$ cat src/rtl/dummy_accelerator_issue_cu.sv
// Core-side issue control unit for the dummy accelerator: registered request stage,
// in-order tag FIFO and registered writeback stage, with flush discarding all in-flight state.
module dummy_accelerator_issue_cu #(
    parameter int unsigned DATA_W = 64,
    parameter int unsigned CTL_W  = 8,
    parameter int unsigned TAG_W  = 4,
    parameter int unsigned DEPTH  = 4
) (
    input  logic                       clk_i,
    input  logic                       rst_i,
    input  logic                       flush_i,
    input  logic                       issue_valid_i,
    output logic                       issue_ready_o,
    input  logic [CTL_W-1:0]           issue_ctl_i,
    input  logic [DATA_W-1:0]          issue_data_i,
    input  logic [TAG_W-1:0]           issue_tag_i,
    output logic                       acc_valid_o,
    input  logic                       acc_ready_i,
    output logic [CTL_W-1:0]           acc_ctl_o,
    output logic [DATA_W-1:0]          acc_data_o,
    output logic                       acc_flush_o,
    input  logic                       acc_res_valid_i,
    output logic                       acc_res_ready_o,
    input  logic [DATA_W-1:0]          acc_res_data_i,
    output logic                       wb_valid_o,
    input  logic                       wb_ready_i,
    output logic [TAG_W-1:0]           wb_tag_o,
    output logic [DATA_W-1:0]          wb_data_o,
    output logic [$clog2(DEPTH+1)-1:0] outstanding_o
);

    localparam int unsigned PTR_W = (DEPTH > 1) ? $clog2(DEPTH) : 1;
    localparam int unsigned CNT_W = $clog2(DEPTH + 1);

    localparam logic REQ_EMPTY = 1'b0;
    localparam logic REQ_FULL  = 1'b1;
    localparam logic OUT_EMPTY = 1'b0;
    localparam logic OUT_FULL  = 1'b1;

    logic              req_state_q, req_state_d;
    logic [CTL_W-1:0]  req_ctl_q, req_ctl_d;
    logic [DATA_W-1:0] req_data_q, req_data_d;

    logic [TAG_W-1:0]  tag_mem_q [DEPTH];
    logic [PTR_W-1:0]  wr_ptr_q, wr_ptr_d;
    logic [PTR_W-1:0]  rd_ptr_q, rd_ptr_d;
    logic [CNT_W-1:0]  count_q, count_d;

    logic              out_state_q, out_state_d;
    logic [TAG_W-1:0]  out_tag_q, out_tag_d;
    logic [DATA_W-1:0] out_data_q, out_data_d;

    logic fifo_full, fifo_empty;
    logic issue_fire, acc_fire, res_fire, wb_fire;

    assign fifo_full  = (count_q == CNT_W'(DEPTH));
    assign fifo_empty = (count_q == '0);

    // Readiness uses the count at cycle start; a same-cycle pop does not free a slot.
    assign issue_ready_o   = !flush_i && ((req_state_q == REQ_EMPTY) || acc_ready_i) && !fifo_full;
    assign acc_res_ready_o = !flush_i && !fifo_empty && ((out_state_q == OUT_EMPTY) || wb_ready_i);

    assign issue_fire = issue_valid_i && issue_ready_o;
    assign acc_fire   = acc_valid_o && acc_ready_i;
    assign res_fire   = acc_res_valid_i && acc_res_ready_o;
    assign wb_fire    = wb_valid_o && wb_ready_i;

    assign acc_valid_o   = (req_state_q == REQ_FULL);
    assign acc_ctl_o     = req_ctl_q;
    assign acc_data_o    = req_data_q;
    assign acc_flush_o   = flush_i;
    assign wb_valid_o    = (out_state_q == OUT_FULL);
    assign wb_tag_o      = out_tag_q;
    assign wb_data_o     = out_data_q;
    assign outstanding_o = count_q;

    always_comb begin
        req_state_d = req_state_q;
        req_ctl_d   = req_ctl_q;
        req_data_d  = req_data_q;
        if (issue_fire) begin
            req_state_d = REQ_FULL;
            req_ctl_d   = issue_ctl_i;
            req_data_d  = issue_data_i;
        end else if (acc_fire) begin
            req_state_d = REQ_EMPTY;
        end
        if (flush_i) begin
            req_state_d = REQ_EMPTY;
        end
    end

    always_comb begin
        wr_ptr_d = wr_ptr_q;
        rd_ptr_d = rd_ptr_q;
        count_d  = count_q;
        if (issue_fire) wr_ptr_d = wr_ptr_q + PTR_W'(1);
        if (res_fire)   rd_ptr_d = rd_ptr_q + PTR_W'(1);
        case ({issue_fire, res_fire})
            2'b10:   count_d = count_q + CNT_W'(1);
            2'b01:   count_d = count_q - CNT_W'(1);
            default: count_d = count_q;
        endcase
        if (flush_i) begin
            wr_ptr_d = '0;
            rd_ptr_d = '0;
            count_d  = '0;
        end
    end

    always_comb begin
        out_state_d = out_state_q;
        out_tag_d   = out_tag_q;
        out_data_d  = out_data_q;
        if (res_fire) begin
            out_state_d = OUT_FULL;
            out_tag_d   = tag_mem_q[rd_ptr_q];
            out_data_d  = acc_res_data_i;
        end else if (wb_fire) begin
            out_state_d = OUT_EMPTY;
        end
        if (flush_i) begin
            out_state_d = OUT_EMPTY;
        end
    end

    always_ff @(posedge clk_i or posedge rst_i) begin
        if (rst_i) begin
            req_state_q <= REQ_EMPTY;
            req_ctl_q   <= '0;
            req_data_q  <= '0;
            wr_ptr_q    <= '0;
            rd_ptr_q    <= '0;
            count_q     <= '0;
            out_state_q <= OUT_EMPTY;
            out_tag_q   <= '0;
            out_data_q  <= '0;
        end else begin
            req_state_q <= req_state_d;
            req_ctl_q   <= req_ctl_d;
            req_data_q  <= req_data_d;
            wr_ptr_q    <= wr_ptr_d;
            rd_ptr_q    <= rd_ptr_d;
            count_q     <= count_d;
            out_state_q <= out_state_d;
            out_tag_q   <= out_tag_d;
            out_data_q  <= out_data_d;
        end
    end

    // Tag storage needs no reset: entries are only read after being written.
    always_ff @(posedge clk_i) begin
        if (issue_fire) begin
            tag_mem_q[wr_ptr_q] <= issue_tag_i;
        end
    end

endmodule

$ cat config.mk
export PLATFORM = sky130hd
export DESIGN_NAME = dummy_accelerator_issue_cu
export DESIGN_NICKNAME = d
export VERILOG_FILES = /design/src/rtl/dummy_accelerator_issue_cu.sv
export SDC_FILE = /design/constraint.sdc
export NUM_CORES = 1
export LEC_CHECK = 0
export CAP_MARGIN = 40
export CORE_UTILIZATION = 42
export CTS_CLUSTER_SIZE = 28
export DETAILED_ROUTE_END_ITERATION = 10
export GPL_TIMING_DRIVEN = 0
export PLACE_DENSITY = 0.78
export SYNTH_ARGS = -nofsm -noshare
export SYNTH_HDL_FRONTEND = slang
export SYNTH_SLANG_ARGS = --single-unit
$ cat constraint.sdc
create_clock -name clk_i -period 7 [get_ports clk_i]
set_clock_uncertainty 0.2 [all_clocks]
set_input_delay 1.4 -clock clk_i [delete_from_list [all_inputs] [get_ports clk_i]]
set_output_delay 1.4 -clock clk_i [all_outputs]
set_load 0.02 [all_outputs]
### Word level (Yosys, flattened, before mapping)

Memories as Yosys holds them, arrays and structs flattened. A register that Yosys moved wholly into a read port is not among the register bits.
Cells that the tools add are included.

| word-level totals | value |
|---|---|
| register bits after elaboration | 145 |
| latch bits | 0 |
| memory bits (writable) | 16 |
| memory bits (read-only) | 0 |
| memories | 1 |

Memories:

| memory | depth | width | read ports | clocked after Yosys merged registers in | wr ports | RTL line | source |
|---|---|---|---|---|---|---|---|
| tag_mem_q | 4 | 4 | 1 | 1 | 1 | 44 | `logic [TAG_W-1:0] tag_mem_q [DEPTH];` |

| cells by class | value |
|---|---|
| $add $sub $neg | 4 |
| multipliers | 0 |
| div/mod/pow operators | 0 |
| order comparisons | 0 |
| equality and inequality tests | 3 |
| shift-type cells | 0 |
| muxes and demuxes | 14 |
| bitwise operators | 2 |
| reduce and logical (&&, ||, !) cells | 19 |

Operator list:

| operator | number |
|---|---|
| $reduce_bool A3 Y1 | 3 |
| $logic_and A1 B1 Y1 | 8 |
| $mux W1 | 8 |
| $mux W2 | 4 |
| $pmux W3 S2 | 1 |
| $add A2 B1 Y2 const B | 2 |
| $reduce_bool A2 Y1 | 2 |
| $add A3 B1 Y3 const B | 1 |
| $eq A3 B3 Y1 const B | 1 |
| $logic_not A1 Y1 | 3 |
| $logic_not A3 Y1 | 1 |
| $mux W3 | 1 |
| $sub A3 B1 Y3 const B | 1 |
| $eq A2 B1 Y1 const B | 1 |
| $eq A2 B2 Y1 const B | 1 |
| $logic_or A1 B1 Y1 | 2 |
| $not A1 Y1 | 2 |

### Logic depth before layout (Yosys ltp)

Gate-level depths: netlist of the first run.

| logic depth | value |
|---|---|
| depth in word-level cells | 8 |
| mapped depth | 9 |

### Worst setup path before layout of the first run

Ideal clock, no wire load.

| path | value |
|---|---|
| path type | input to output |
| start | input flush_i |
| end | output acc_res_ready_o |
| arrival time | 1991 ps |
| required time | 5400 ps |
| setup slack | 3409 ps |
| stages on the path | 3 |
| path through | clkbuf_1 > inv_1 > and3_1 |

| on the way | value |
|---|---|
| longest elaborated chain between the ends | 3 |

Ends and longest elaborated chain:

| element | RTL line | source |
|---|---|---|
| start: declaration | 11 | `input logic flush_i,` |
| $logic_not A1 Y1 | 61 | `assign acc_res_ready_o = !flush_i && !fifo_empty && ((out_state_q == OUT_EMPTY) \|\| wb_ready_i);` |
| $logic_and A1 B1 Y1 (2 in a row) | 61 |  |
| end: declaration | 23 | `output logic acc_res_ready_o,` |

No other way between the ends.

### Worst setup path after layout of the first run

| path | value |
|---|---|
| start | input wb_ready_i |
| end | output acc_res_ready_o |

| on the way | value |
|---|---|
| longest elaborated chain between the ends | 2 |

Ends and longest elaborated chain:

| element | RTL line | source |
|---|---|---|
| start: declaration | 26 | `input logic wb_ready_i,` |
| $logic_or A1 B1 Y1 | 61 |  |
| $logic_and A1 B1 Y1 | 61 |  |

No other way between the ends.

==> results by group, run 1 <==
Logic synthesis
  • Synth Area per Inst: 18.1 sq um
  • Sequential area share after synthesis: 0.618
  • Synth top area share: 0.548
  • Async set-or-reset flop fraction in the synthesized netlist: 0.903
  • Mux cell area share after synthesis: 0.293
  • Main synth FF type: dfrtp_1
  • Synth warn: 0
  • Mapped cell area: 6810 sq um
  • Adder-Cell Fraction of Synth Area: 0.0103
  • Xor and xnor area share after synthesis: 0.00404
  • Area leader, netlist: dfrtp_1
  • Distinct cell type count after synthesis: 33
  • Area share of and/or/nand/nor cells after synthesis: 0.0208
  • Largest family of logic cells by synthesized area: multiplexers
  • EDFF count, synth: 16
  • Largest cells by area after synthesis: dfrtp_1 (55%), mux2_4 (17%), mux2_2 (11%), edfxtp_1 (7.1%), buf_12 (2.4%)
  • Gate Count Post-Synth: 377
  • Mapped Nets: 529
  • Yosys reg bits: 165
  • Area fraction in compound gates after synthesis: 0.0116

Timing
  • RSZ-0062 raised after global routing: no
  • Final worst setup slack: 2.54 ns
  • Final setup fails: 0
  • Final Slew Violations: 0
  • Worst slew margin: 0.550
  • Tmin final: 4.46 ns
  • Slew @ Worst Pin: 0.675 ns
  • Max Fclk: 224 MHz
  • Final period util: 0.637
  • Fin. Hold Viols: 0

GRT
  • All-layer global routing usage: 0.204
  • Largest net degree at the start of global routing: 79
  • Global-route wire length before repair: 25,300 um
  • Number of global-route vias before repair: 4,867
  • Initial antenna violation count: 0
  • Gr ovfl total: 0

Worst setup path
  • Worst EP required: 5.40 ns
  • R2R Setup Slk: 4.59 ns
  • R2R cell count: 6
  • Buf/Inv on CP: 2
  • CP arrival: 2.86 ns
  • Worst-path cell chain: clkdlybuf4s50_1, nand2b_1, and3_1, clkdlybuf4s50_1
  • Kind of critical path: input port to output pin
  • RR Endpoint: outstanding_o[1]
  • Crit path max-delay family: buffers and inverters
  • CP Max Fanout: 5
  • Critical Path Sink Type: output pin
  • Slowest cell on crit path: clkdlybuf4s50_1
  • Cell mode on critical path: clkdlybuf4s50_1
  • R2r startpoint: outstanding_o[0]
  • Crit path launch type: input port
  • Slowest stage delay, CP: 0.63 ns
  • Crit path depth: 4

Placed design
  • Detail Placement HPWL: 12,700 um
  • IO buf count: 293
  • Routability cong.: 0.738
  • Post-place setup slack: 2.55 ns

Die
  • Starting density of the core: 0.430
  • Row count: 46
  • Die area: 16,700 sq um
  • Ports: 295
  • Die Ht: 129 um
  • Core area: 15,800 sq um
  • Overall die width: 129 um

Detailed routing
  • Initial drt markers: 120
  • Antenna viol nets, final: 0
  • Drt wl/cell: 18.4 um
  • DRT Pass-1 Iters: 4
  • Via-per-instance ratio: 4.75
  • Drt drc: 0
  • Final WL: 16,900 um
  • Vias: 4,365

Power
  • Clock power frac: 0.182
  • Power Density: 462 nW/um^2
  • NetSw: 1660 uW
  • Combinational cell fraction of total power: 0.482
  • Int Power: 3240 uW
  • Reg power frac: 0.337
  • Switching part of the total: 0.339
  • Max IR drop VDD: 0.243 mV
  • Cell leakage power: 0.00444 uW

CTS
  • CTS Sinks: 165
  • Post-CTS resize count: 0
  • Root buffer cell: clkbuf_16
  • Setup bufs post-CTS: 0
  • Clock latency on the worst-skew pair: 0.42 ns
  • Clock transition at path regs: 0.07 ns
  • Clk buf depth: 2
  • H-Tree Depth: 4
  • CTS tree: done
  • CTS buffer count: 17
  • CTS Hold Buffers Added: 0

Layout
  • Share of cells above drive strength 1: 0.287
  • Fin util: 0.670
  • Nets@finish: 842
  • Diode count: 0
  • P&R area growth vs syn: 55.8%

Run
  • # Max-Cap Violations: 0

Hold path
  • Hold path depth: 1
  • Worst Hold Launch: wb_data_o[63]
  • Worst hold-check path type: flip-flop to flip-flop
  • Worst Hold Path EP: wb_data_o[63]

Outcome
  • Run status: complete, no violations
-- power groups by stage --
stage | clock (uW) | sequential [uW] | combinational (uW)
after floorplan | 0 | 2170 | 740
after global placement | 0 | 1640 | 2340
after detailed placement | 0 | 1670 | 2370
after CTS | 911 | 1660 | 2390
after global routing | 950 | 1700 | 2480
final | 891 | 1650 | 2360
-- layer usage --
layer  share of wire  global-route usage  up-vias
li1                -                   -     1971
met1            0.36               0.211     2171
met3           0.092              0.0805       27
met2            0.53               0.367      196
met4           0.024              0.0865        0
met5               0                   0        -
-- worst max path at each step --
stage / endpoint / slack, ns / startpoint
after floorplan: acc_ctl_o[0] / 1.39 / rst_i
after global placement: wb_data_o[37] / -0.46 / rst_i
after detailed placement: acc_res_ready_o / 2.55 / wb_ready_i
after CTS: acc_res_ready_o / 2.54 / wb_ready_i
after global routing: acc_res_ready_o / 2.49 / wb_ready_i
final: acc_res_ready_o / 2.54 / wb_ready_i
-- cell families (layout without fill, tap and decap cells) --
logic type	after synthesis	after routing
mux	147	147
fa+ha+maj	5	5
simple gates	21	21
flops	165	165
buf+inv	25	351
compound gates	13	13
xor+xnor	1	1
-- metrics by stage --
stage                     hold slack [ns]  cells  power, uW  cell area (sq um)  TNS [ns]
after floorplan                     0.355    377       2910               6810         0
after global placement              0.290    886       3970              10000    -66.53
after detailed placement            0.292    887       4040              10000         0
after CTS                           0.309    919       4960              10600         0
after global routing                0.317    919       5130              10600         0
final                               0.305    919       4910              10600         0
-- cell type report --
type | count | area [sq um]
Sequential cell | 165 | 4210
Tap cell | 216 | 270
Clock inverter | 13 | 121
Fill cell | 1120 | 5220
Timing Repair Buffer | 294 | 2960
Clock buffer | 19 | 443
Buffer | 20 | 270
Multi-Input combinational cell | 187 | 2310
Inverter | 5 | 23.8
-- cell usage after synthesis (all sizes together), types with 3 or more instances --
cell and count:
ha 4, nand2 3, o21ai 5, and2 4
edfxtp 16, dfrtp 149, inv 5, mux4 4
and4 3, buf 18, mux2 142, a31oi 4
-- cell usage in the layout (no fill, tap or decap), drive strengths merged --
cell and count:
o31ai 1, mux4 4, and4 3, nand4 1, inv 9, buf 19, clkinv 6, or3b 1
clkbuf 21, ha 4, bufinv 1, a221oi 1, mux2i 1, edfxtp 16, nor2b 1, dfrtp 149
nand2 3, a31oi 4, mux2 142, xnor2 1, clkinvlp 2, and3 2, a21oi 1, or3 2
fa 1, o21ai 5, and2 4, clkdlybuf4s50 293, o21bai 1, nand2b 2, nor2 2
-- sequential cells by signal, summed over array words and instances (netlist names) --
signal and cells:
wb_data_o 64, acc_valid_o 1, acc_data_o 64, wb_valid_o 1, tag_mem_q 16, rd_ptr_q 2, outstanding_o 3, wb_tag_o 4
acc_ctl_o 8, wr_ptr_q 2
Power figures use the tool's default switching activity.
==> run 2: changes to the inputs <==
==> constraint.sdc (replaced) <==
create_clock -name clk_i -period 4.2 [get_ports clk_i]
set_clock_uncertainty 0.2 [all_clocks]
set_input_delay 0.84 -clock clk_i [delete_from_list [all_inputs] [get_ports clk_i]]
set_output_delay 0.84 -clock clk_i [all_outputs]
set_load 0.02 [all_outputs]
==> results by group, run 2 (same netlist as run 1, synthesis figures left out) <==
Power
  • Cell leakage power: 0.00447 uW (+0.61%)
  • Max IR drop VDD: 0.451 mV (+86%)
  • Power Density: 772 nW/um^2 (+67%)
  • Reg power frac: 0.336 (about the same)
  • Switching part of the total: 0.343 (+0.00437)
  • NetSw: 2830 uW (+70%)
  • Combinational cell fraction of total power: 0.480 (-0.002)
  • Int Power: 5410 uW (+67%)
  • Clock power frac: 0.184 (+0.002)

Timing
  • Slew @ Worst Pin: 0.516 ns (-0.159 ns)
  • Final period util: 0.798
  • Final setup fails: 0 (unchanged)
  • Final Slew Violations: 0 (unchanged)
  • Fin. Hold Viols: 0 (unchanged)
  • RSZ-0062 raised after global routing: no
  • Tmin final: 3.35 ns
  • Setup TNS Final: 0 ns (unchanged)
  • Worst slew margin: 0.655 (+0.105)
  • Max Fclk: 298 MHz

Placed design
  • Routability cong.: 0.750 (+1.6%)
  • Cell Area, Placed: 10,100 sq um (+0.51%)
  • Detail Placement HPWL: 12,900 um (+1.0%)
  • IO buf count: 293 (unchanged)

CTS
  • Clk buf depth: 2 (unchanged)
  • CTS buffer count: 17 (unchanged)
  • CTS tree: done
  • Root buffer cell: clkbuf_16
  • Setup bufs post-CTS: 0 (unchanged)
  • CTS Sinks: 165 (unchanged)
  • Post-CTS resize count: 0 (unchanged)
  • Clock transition at path regs: 0.06 ns (about the same)
  • Clock latency on the worst-skew pair: 0.42 ns (about the same)
  • H-Tree Depth: 4 (unchanged)
  • CTS Hold Buffers Added: 0 (unchanged)

Layout
  • Share of cells above drive strength 1: 0.290 (+0.00303)
  • Diode count: 0 (unchanged)
  • Most frequent cells in the layout: clkdlybuf4s50_1 (293), dfrtp_1 (149), mux2_4 (78)
  • Fillers: 1,091 (-2.6%)
  • P&R area growth vs syn: 56.6%
  • Nets@finish: 845 (+0.36%)
  • Commonest non-fill, non-tap cell in the layout: clkdlybuf4s50_1
  • Post-route cell area: 10,700 sq um (+0.53%)

Worst setup path
  • Crit path launch type: input port
  • Kind of critical path: input port to output pin
  • Critical Path Sink Type: output pin
  • CP arrival: 2.31 ns (-0.55 ns)
  • RR Endpoint: outstanding_o[2]
  • R2r startpoint: outstanding_o[0]
  • CP Max Fanout: 6 (+1)
  • R2R cell count: 7 (+1)
  • Worst EP required: 3.16 ns (-2.24 ns)
  • R2R Setup Slk: 1.71 ns (-2.88 ns)

Die
  • Starting density of the core: 0.430 (unchanged)
  • Core area: 15,800 sq um (unchanged)
  • Row count: 46 (unchanged)
  • Overall die width: 129 um (unchanged)
  • Ports: 295 (unchanged)
  • Die area: 16,700 sq um (unchanged)
  • Die Ht: 129 um (unchanged)

Detailed routing
  • Final WL: 17,300 um (+2.6%)
  • Antenna viol nets, final: 0 (unchanged)
  • DRT Pass-1 Iters: 4 (unchanged)
  • Drt drc: 0 (unchanged)
  • Vias: 4,433 (+1.6%)
  • Via-per-instance ratio: 4.81 (+1.2%)
  • Drt wl/cell: 18.8 um (+2.3%)
  • Initial drt markers: 157 (+31%)

GRT
  • Largest net degree at the start of global routing: 36 (-54%)
  • M3 GR Usage: 0.0710 (-0.00950)
  • GR peak layer: met2
  • Number of global-route vias before repair: 4,722 (-3.0%)
  • Met1 Resource Use GR: 0.227 (+0.0156)
  • Initial antenna violation count: 0 (unchanged)
  • All-layer global routing usage: 0.208 (+0.00352)
  • Gr ovfl total: 0 (unchanged)
  • GR Layer Usage met2: 0.373 (+0.00601)
  • Global-route wire length before repair: 25,800 um (+2.0%)

Hold path
  • Hold path depth: 1 (unchanged)
  • Worst hold-check path type: flip-flop to flip-flop
  • Worst Hold Launch: wb_tag_o[3]
  • Worst Hold Path EP: wb_tag_o[3]

Run
  • # Max-Cap Violations: 0 (unchanged)

Outcome
  • Run status: complete, no violations
-- run 2: cell count changes in the layout (fill, tap and decap cells not counted), sizes merged --
cell / delta
inv: +4
buf: +3
clkbuf: -2
clkinv: -2
-- run 2: power by group through the flow --
stage	Clock, uW	Combinational (uW)	Sequential [uW]
4_1_cts	1540	3990	2770
5_1_grt	1600	4130	2850
2_1_floorplan	0	1230	3610
6_report	1510	3950	2770
3_3_place_gp	0	3890	2730
3_5_place_dp	0	3960	2780
-- run 2: metrics by stage --
step / setup slack (ns) / hold WS [ns] / utilization / power [uW] / instances
4_1_cts: 0.852 / 0.310 / 0.674 / 8300 / 922
3_5_place_dp: 0.864 / 0.293 / 0.638 / 6740 / 890
5_1_grt: 0.807 / 0.323 / 0.674 / 8590 / 922
6_report: 0.850 / 0.308 / 0.674 / 8230 / 922
3_3_place_gp: 0.0986 / 0.290 / 0.633 / 6620 / 886
2_1_floorplan: 1.29 / 0.355 / - / 4840 / 377
-- run 2: per-layer routing --
metal | share of wire | wire (um)
met1 | 0.37 | 6480
met3 | 0.079 | 1370
met4 | 0.017 | 293
met2 | 0.53 | 9190
met5 | 0 | 0
-- run 2: critical path: stages --
cell,delay [ns]
clkdlybuf4s50_1,0.44
nand2b_1,0.21
and3_1,0.19
clkdlybuf4s50_1,0.62
-- run 2: cell type report --
class,instances,area [sq um],area share
Sequential cell,165,4210,0.395
Buffer,20,270,0.0253
Timing Repair Buffer,297,3010,0.283
Inverter,5,22.5,0.00211
Multi-Input combinational cell,187,2310,0.217
Tap cell,216,270,0.0253
Clock inverter,15,144,0.0135
Clock buffer,17,425,0.0399
-- run 2: how the worst max path moves through the flow --
| stage | startpoint | endpoint | slack [ns] |
|---|---|---|---|
| CTS | acc_ready_i | issue_ready_o | 0.85 |
| global route | wb_ready_i | acc_res_ready_o | 0.81 |
| floorplan | rst_i | acc_ctl_o[0] | 1.29 |
| finish | acc_ready_i | issue_ready_o | 0.85 |
| global placement | rst_i | acc_data_o[3] | 0.1 |
| detailed placement | acc_ready_i | issue_ready_o | 0.86 |
==> run 3: changes to the inputs <==
==> constraint.sdc (replaced) <==
create_clock -name clk_i -period 3.5 [get_ports clk_i]
set_clock_uncertainty 0.2 [all_clocks]
set_input_delay 0.7 -clock clk_i [delete_from_list [all_inputs] [get_ports clk_i]]
set_output_delay 0.7 -clock clk_i [all_outputs]
set_load 0.02 [all_outputs]
==> results of run 3 <==
The final DEF is identical to that of run 2. Status: complete, no violations.
Main changes from that run: setup slack after placement 0.864 ns -> 0.365 ns; setup slack after layout 0.850 ns -> 0.430 ns; register-to-register setup slack 1.71 ns -> 1.01 ns; total power 8230 uW -> 9880 uW; worst IR drop on VDD 0.451 mV -> 0.541 mV
